===== src/rtl/logs_column_buffer.sv =====
// Bifurcation-diagram column collector: skips transients, bins the next KEEP
// iterates into a double-buffered one-bit-per-bin bitmap.
module logs_column_buffer #(
    parameter int FRAC      = 8,
    parameter int BINS_LOG2 = 6,
    parameter int SKIP      = 32,
    parameter int KEEP      = 32
) (
    input  logic                 clk,
    input  logic                 reset,
    input  logic [FRAC-1:0]      x,
    input  logic                 next_ready,
    input  logic                 start,
    input  logic                 swap,
    input  logic [BINS_LOG2-1:0] rd_addr,
    output logic                 rd_bit,
    output logic                 busy,
    output logic                 col_ready,
    output logic [BINS_LOG2:0]   distinct
);
    localparam int NB   = 1 << BINS_LOG2;
    localparam int MAXC = (SKIP > KEEP) ? SKIP : KEEP;
    localparam int CW   = $clog2(MAXC + 1);

    typedef enum logic [1:0] {
        S_IDLE,
        S_SKIP,
        S_COLLECT,
        S_FULL
    } state_t;

    state_t               r_state;
    state_t               w_next;
    logic [NB-1:0]        r_bank [2];
    logic                 r_bank_sel;
    logic [CW-1:0]        r_cnt;
    logic [BINS_LOG2:0]   r_distinct;
    logic                 r_rd_bit;
    logic [CW-1:0]        w_cnt_inc;
    logic [BINS_LOG2-1:0] w_bin;
    logic                 w_hit;
    logic                 w_skip_done;
    logic                 w_keep_done;

    // Bin = top BINS_LOG2 fraction bits of x
    assign w_bin       = BINS_LOG2'(x >> (FRAC - BINS_LOG2));
    assign w_cnt_inc   = r_cnt + 1'b1;
    assign w_hit       = r_bank[r_bank_sel][w_bin];
    assign w_skip_done = (w_cnt_inc == CW'(SKIP));
    assign w_keep_done = (w_cnt_inc == CW'(KEEP));

    assign rd_bit   = r_rd_bit;
    assign distinct = r_distinct;

    always_ff @(posedge clk or posedge reset) begin
        if (reset) begin
            r_state <= S_IDLE;
        end else begin
            r_state <= w_next;
        end
    end

    always_comb begin
        w_next    = r_state;
        busy      = 1'b0;
        col_ready = 1'b0;
        unique case (r_state)
            S_IDLE: begin
                if (start) w_next = S_SKIP;
            end
            S_SKIP: begin
                busy = 1'b1;
                if (next_ready && w_skip_done) w_next = S_COLLECT;
            end
            S_COLLECT: begin
                busy = 1'b1;
                if (next_ready && w_keep_done) w_next = S_FULL;
            end
            S_FULL: begin
                col_ready = 1'b1;
                if (swap) w_next = S_IDLE;
            end
            default: w_next = S_IDLE;
        endcase
    end

    always_ff @(posedge clk or posedge reset) begin
        if (reset) begin
            r_bank[0]  <= '0;
            r_bank[1]  <= '0;
            r_bank_sel <= 1'b0;
            r_cnt      <= '0;
            r_distinct <= '0;
            r_rd_bit   <= 1'b0;
        end else begin
            // Read side always uses the bank selected before this edge
            r_rd_bit <= r_bank[~r_bank_sel][rd_addr];
            unique case (r_state)
                S_IDLE: begin
                    if (start) begin
                        r_bank[r_bank_sel] <= '0;
                        r_cnt              <= '0;
                        r_distinct         <= '0;
                    end
                end
                S_SKIP: begin
                    if (next_ready) r_cnt <= w_skip_done ? '0 : w_cnt_inc;
                end
                S_COLLECT: begin
                    if (next_ready) begin
                        r_bank[r_bank_sel][w_bin] <= 1'b1;
                        r_cnt                     <= w_cnt_inc;
                        if (!w_hit) r_distinct <= r_distinct + 1'b1;
                    end
                end
                S_FULL: begin
                    if (swap) r_bank_sel <= ~r_bank_sel;
                end
                default: ;
            endcase
        end
    end
endmodule


===== config.mk =====
export PLATFORM = sky130hd
export DESIGN_NAME = logs_column_buffer
export DESIGN_NICKNAME = d
export VERILOG_FILES = /design/src/rtl/logs_column_buffer.sv
export SDC_FILE = /design/constraint.sdc
export NUM_CORES = 1
export LEC_CHECK = 0
export CORE_MARGIN = 3
export CORE_UTILIZATION = 30
export DETAILED_ROUTE_END_ITERATION = 10
export GPL_ROUTABILITY_DRIVEN = 0
export GPL_TIMING_DRIVEN = 1
export PLACE_DENSITY = 0.47
export SLEW_MARGIN = 20
export SYNTH_ARGS = -nofsm -noshare
export SYNTH_HDL_FRONTEND = slang
export SYNTH_SLANG_ARGS = --single-unit

===== constraint.sdc =====
create_clock -name clk -period 4.9 [get_ports clk]
set_input_delay 0.98 -clock clk [delete_from_list [all_inputs] [get_ports clk]]
set_output_delay 0.98 -clock clk [all_outputs]
set_load 0.02 [all_outputs]

## After elaboration in Yosys (flattened, before gate mapping)

Index checks and enable logic that the tools add are counted.

- Add/sub/neg operators: 2
- Magnitude comparators: 6
- Eq/ne operators: 11
- Mux-type cells: 35
- Bitwise operators: 6
- Reduce and logical (&&, ||, !) cells: 12

Operators by type and width:

| operator | number |
|---|---|
| 64-bit two-way mux | 8 |
| 128-bit two-way mux | 2 |
| 128-bit one-hot mux with 2 select lines | 1 |
| 128-bit bitwise AND | 1 |
| 64-bit demux with 1-bit select | 2 |
| 128-bit NOT | 1 |
| 128-bit OR | 1 |
| 6-bit two-way mux | 4 |
| 7-bit two-way mux | 3 |
| 6-bit one-hot mux with 3 select lines | 1 |
| 6-bit by 7-bit < comparator with 1-bit output (second input constant) | 2 |
| 2-bit inequality test (second input constant) | 7 |
| 7-bit one-hot mux with 2 select lines | 1 |
| 1-bit binary-select mux with 6-bit select | 2 |
| 4-bit AND reduction | 3 |
| 2-bit two-way mux | 4 |
| 2-bit one-hot mux with 4 select lines | 1 |
| 7-bit by 1-bit adder with 7-bit output (second input constant) | 1 |
| 6-bit by 1-bit adder with 6-bit output (second input constant) | 1 |
| 1-bit demux with 6-bit select | 1 |
| 6-bit equality test (second input constant) | 1 |
| 6-bit by 1-bit greater-or-equal comparator with 1-bit output (second input constant) | 1 |
| 1-bit two-way mux | 5 |
| 2-bit equality test (second input constant) | 2 |
| 12 further kinds | 16 |

- Flip-flop bits (word level): 145
- Output and inout port bits: 10
- Word-level logic and storage cells: 79

## Longest topological paths before layout

- Depth in word-level cells: 9
- Mapped depth: 12
- Gate-level depth less buffers: 8

## Worst setup path after synthesis

Ideal clock, no wire load.

- Kind: in2reg
- Start point: input rd_addr[0]
- End point: register r_rd_bit, in the netlist rd_bit
- Arrival time: 3.454 ns
- Path slack: 1.322 ns
- Cell stages on the path: 6
- Cells stage by stage: clkbuf_1 -> clkbuf_1 -> mux4_2 -> mux4_2 -> mux4_2 -> mux2_2

- Longest elaborated chain between the ends: 2

RTL lines:

| element | line | text |
|---|---|---|
| start, declared | 15 | `input logic [BINS_LOG2-1:0] rd_addr,` |
| 1-bit binary-select mux with 6-bit select | 97 | `r_rd_bit <= r_bank[~r_bank_sel][rd_addr];` |
| 1-bit two-way mux (not written as such) | 97 |  |
| end signal, assigned | 97 |  |
| end, declared | 38 | `logic r_rd_bit;` |

Every way passes these cells. The select of a mux whose other input is x is not followed.
A chain may end at the register's enable or synchronous reset.

## Worst setup path after layout

- Start point: input x[4]
- End point: register r_distinct[4], in the netlist distinct[4]

- Longest elaborated chain between the ends: 4

RTL lines:

| element | line | text |
|---|---|---|
| start, declared | 11 | `input logic [FRAC-1:0] x,` |
| 1-bit binary-select mux with 6-bit select | 48 | `assign w_hit = r_bank[r_bank_sel][w_bin];` |
| 1-bit two-way mux (not written as such) | 48 |  |
| 2-bit inequality test (no source line) | - |  |
| 4-bit AND reduction (no source line) | - |  |
| end signal, assigned | 113 | `if (!w_hit) r_distinct <= r_distinct + 1'b1;` |
| end, declared | 37 | `logic [BINS_LOG2:0] r_distinct;` |

Every way passes these cells. The select of a mux whose other input is x is not followed.

==> reports/results.txt <==
Status -> finished, final reports clean
Die height -> 167 um
Simple-gate portion of the synthesized area -> 13.5%
Mean Syn Cell Area -> 10.8 um^2
Setup repair bufs after CTS -> 0
Unrepaired setup endpoints after global routing -> false
Distinct cells, synth -> 51
Crit path required time -> 5.25 ns
Global-route wire length before repair -> 38.8 mm
Final period utilization -> 79.4%
FFs w/ async S/R, synth -> 100%
Row cnt -> 58
Seq cells post-synth -> 145
PortBufs -> 26
1st-iter DRT viols -> 847
Reg2reg path depth -> 8
Crit path max fanout -> 17
Drt total wl -> 25.0 mm
Largest net degree at the start of global routing -> 103
Max Slew Vio Count -> 0
Initial antenna violation count -> 0
Leak -> 4.08 nW
CTS tree -> yes
Drt via density -> 5.68
Synth warnings -> 0
Worst hold path class -> reg2reg
Setup TNS -> 0 ns
Setup crit end -> distinct[4]
Vias in the first global route -> 6234
Initial Util -> 30.7%
Grt total ovfl -> 0
Synth Area in Adders -> 1.29%
H-tree depth -> 4
Utilization after layout -> 36.2%
Detailed Routing Iterations Pass 1 -> 5
Layout area overhead -> 17.8%
Post-synth top flop -> dfrtp_1
Worst-Skew Late Latency -> 0.43 ns
Syn nets -> 747
ANT cells -> 0
Power Density -> 462 mW/mm^2
Setup ws final -> 1.01 ns
Share of cells above drive strength 1 -> 17.5%
MaxCap Viol Count -> 0
Reg area -> 0.00363 mm^2
Placeable core area -> 0.0253 mm^2
Area of the die -> 0.0279 mm^2
# fillers -> 2472
# DRC -> 0
Post-cts gate resize count -> 0
VDD IR max -> 0.260 mV
Fin crit period -> 3.89 ns
Compound-cell area share of the yosys netlist -> 12.6%
Die W -> 167 um
Yosys top cell area share -> 46.7%
Root Driver -> clkbuf_16
Routed via count -> 6219
Final hold violations -> 0
Worst-path clk slew -> 0.06 ns
Fmax -> 257 MHz
Post-Synthesis Cells -> 720
Rel. slew slack -> 24.1%
Nets@finish -> 778
Critical path launch point -> x[4]
Reg2reg setup slack -> 1.38 ns
Setup slack at placement -> 0.637 ns
WL/cell -> 22.9 um
Setup CP Type -> in2reg
WHS -> 0.513 ns
Seq/Total Area, Yosys -> 46.7%
CP Capture Type -> register
Least-Margin Pin Slew -> 1.13 ns
Hold-fix buffers, CTS -> 0
DPL Wire Length -> 16.8 mm
Post-synthesis mux area share -> 22.3%
R2r endpoint -> distinct[4]
Multi-input gate area -> 0.00392 mm^2
FF-to-FF Start -> r_bank_sel
Top cells by area, synth -> dfrtp_1 47%, mux4_2 16%, a21oi_1 8.8%
Post-DP Area -> 0.00851 mm^2
CTS Buf Count -> 17
Num ports -> 29
Tot GR Track Use -> 18.1%
Crit start category -> input port
EDFF count, synth -> 0
Largest family of logic cells by synthesized area -> multiplexers
Fin area -> 0.00916 mm^2
Final setup fails -> 0
CTS sink cnt -> 145
Mapped Area -> 0.00778 mm^2
Synth area leader -> dfrtp_1
Post-Synth XOR/XNOR Area -> 0.225%
Clock buffer depth -> 2
Final antenna-violating net count -> 0
Crit path arrival time -> 4.24 ns
Setup Skew -> 0.0109 ns
## worst max-delay path, cell delays in order
cell,delay [ns]
clkdlybuf4s50_1,0.99
mux4_2,0.41
a22o_1,0.25
or4_1,0.49
a31oi_2,0.24
a21oi_2,0.18
or4_1,0.54
a21oi_1,0.15
## registers in the layout (all words and copies together), names as in the netlist
signal,count
r_state,2
r_bank_sel,1
distinct,7
rd_bit,1
r_bank,128
r_cnt,6
## cells in the final DEF (no fill, tap or decap), types with 3 or more instances in the layout
master,n
o21ai_0,14
inv_6,3
nand2b_1,4
inv_1,6
mux4_2,54
o31ai_1,5
or3b_2,3
nor2_1,161
bufinv_16,5
nor3_1,9
ha_1,8
or4_1,6
nand2_1,17
buf_4,29
clkbuf_16,17
o22ai_1,11
nor4_1,3
nand3_1,9
a21oi_1,136
nand3b_1,5
mux4_1,6
clkdlybuf4s50_1,24
dfrtp_1,144
mux2i_1,34
nor2b_1,3
## routing by layer
layer	track usage (%)	vias up	part of all wire [%]
met5	0	-	0
met2	28.1	238	47
met4	6.74	0	2.8
met1	25.1	3227	43
met3	3.77	45	6.5
li1	-	2709	-
## kinds of logic (layout without fill, tap and decap cells)
| kind of cell | count (synthesis) | after routing |
|---|---|---|
| XOR/XNOR | 2 | 2 |
| buffers and inverters | 52 | 96 |
| adder cells (fa/ha/maj) | 8 | 8 |
| flip-flops | 145 | 145 |
| multiplexers | 96 | 96 |
| AO/OA/AOI/OAI | 180 | 180 |
| AND/OR/NAND/NOR | 237 | 237 |
## synth_stat cells, drive strengths merged (3+ instances only)
master,number
or3b,3
nor2,162
nand2b,4
nor2b,3
a21oi,137
nor3,10
clkbuf,22
nand3b,5
buf,23
mux4,60
o21ai,15
o31ai,5
nor4,5
inv,7
o22ai,11
nand2,17
nand3,9
or4,6
dfrtp,145
mux2i,34
ha,8
## layout make-up
class	count	share of cell area (%)
sequential	145	39.7
timing repair buffer	57	5.55
multi-input combinational	523	42.8
clock buffer	20	4.88
clock inverter	12	2.24
tap	330	4.51
inverter	7	0.341
## power by group
part	internal [mW]	total [mW]	switching [mW]
clock network	0.922	1.45	0.531
logic	0.452	1.20	0.753
registers	1.35	1.58	0.230
total	2.72	4.24	1.51
## per-stage QoR
stage	instances	total power [mW]
final	1094	4.24
after global routing	1094	4.44
after CTS	1094	4.26
after detailed placement	1062	2.80
after global placement	1062	2.75
after floorplan	720	2.37
## worst min path at each step
| stage | start | endpoint | slack [ns] | cells past startpoint |
|---|---|---|---|---|
| 6_report | r_bank[93] | r_bank[93] | 0.51 | 2 |
| 3_5_place_dp | r_bank[95] | r_bank[95] | 0.50 | 2 |
| 3_3_place_gp | r_bank[27] | r_bank[27] | 0.49 | 2 |
| 2_1_floorplan | r_cnt[1] | r_cnt[1] | 0.47 | 2 |
| 5_1_grt | r_bank[79] | r_bank[79] | 0.54 | 2 |
| 4_1_cts | r_bank[93] | r_bank[93] | 0.52 | 2 |
(Power assumes the default switching activity.)
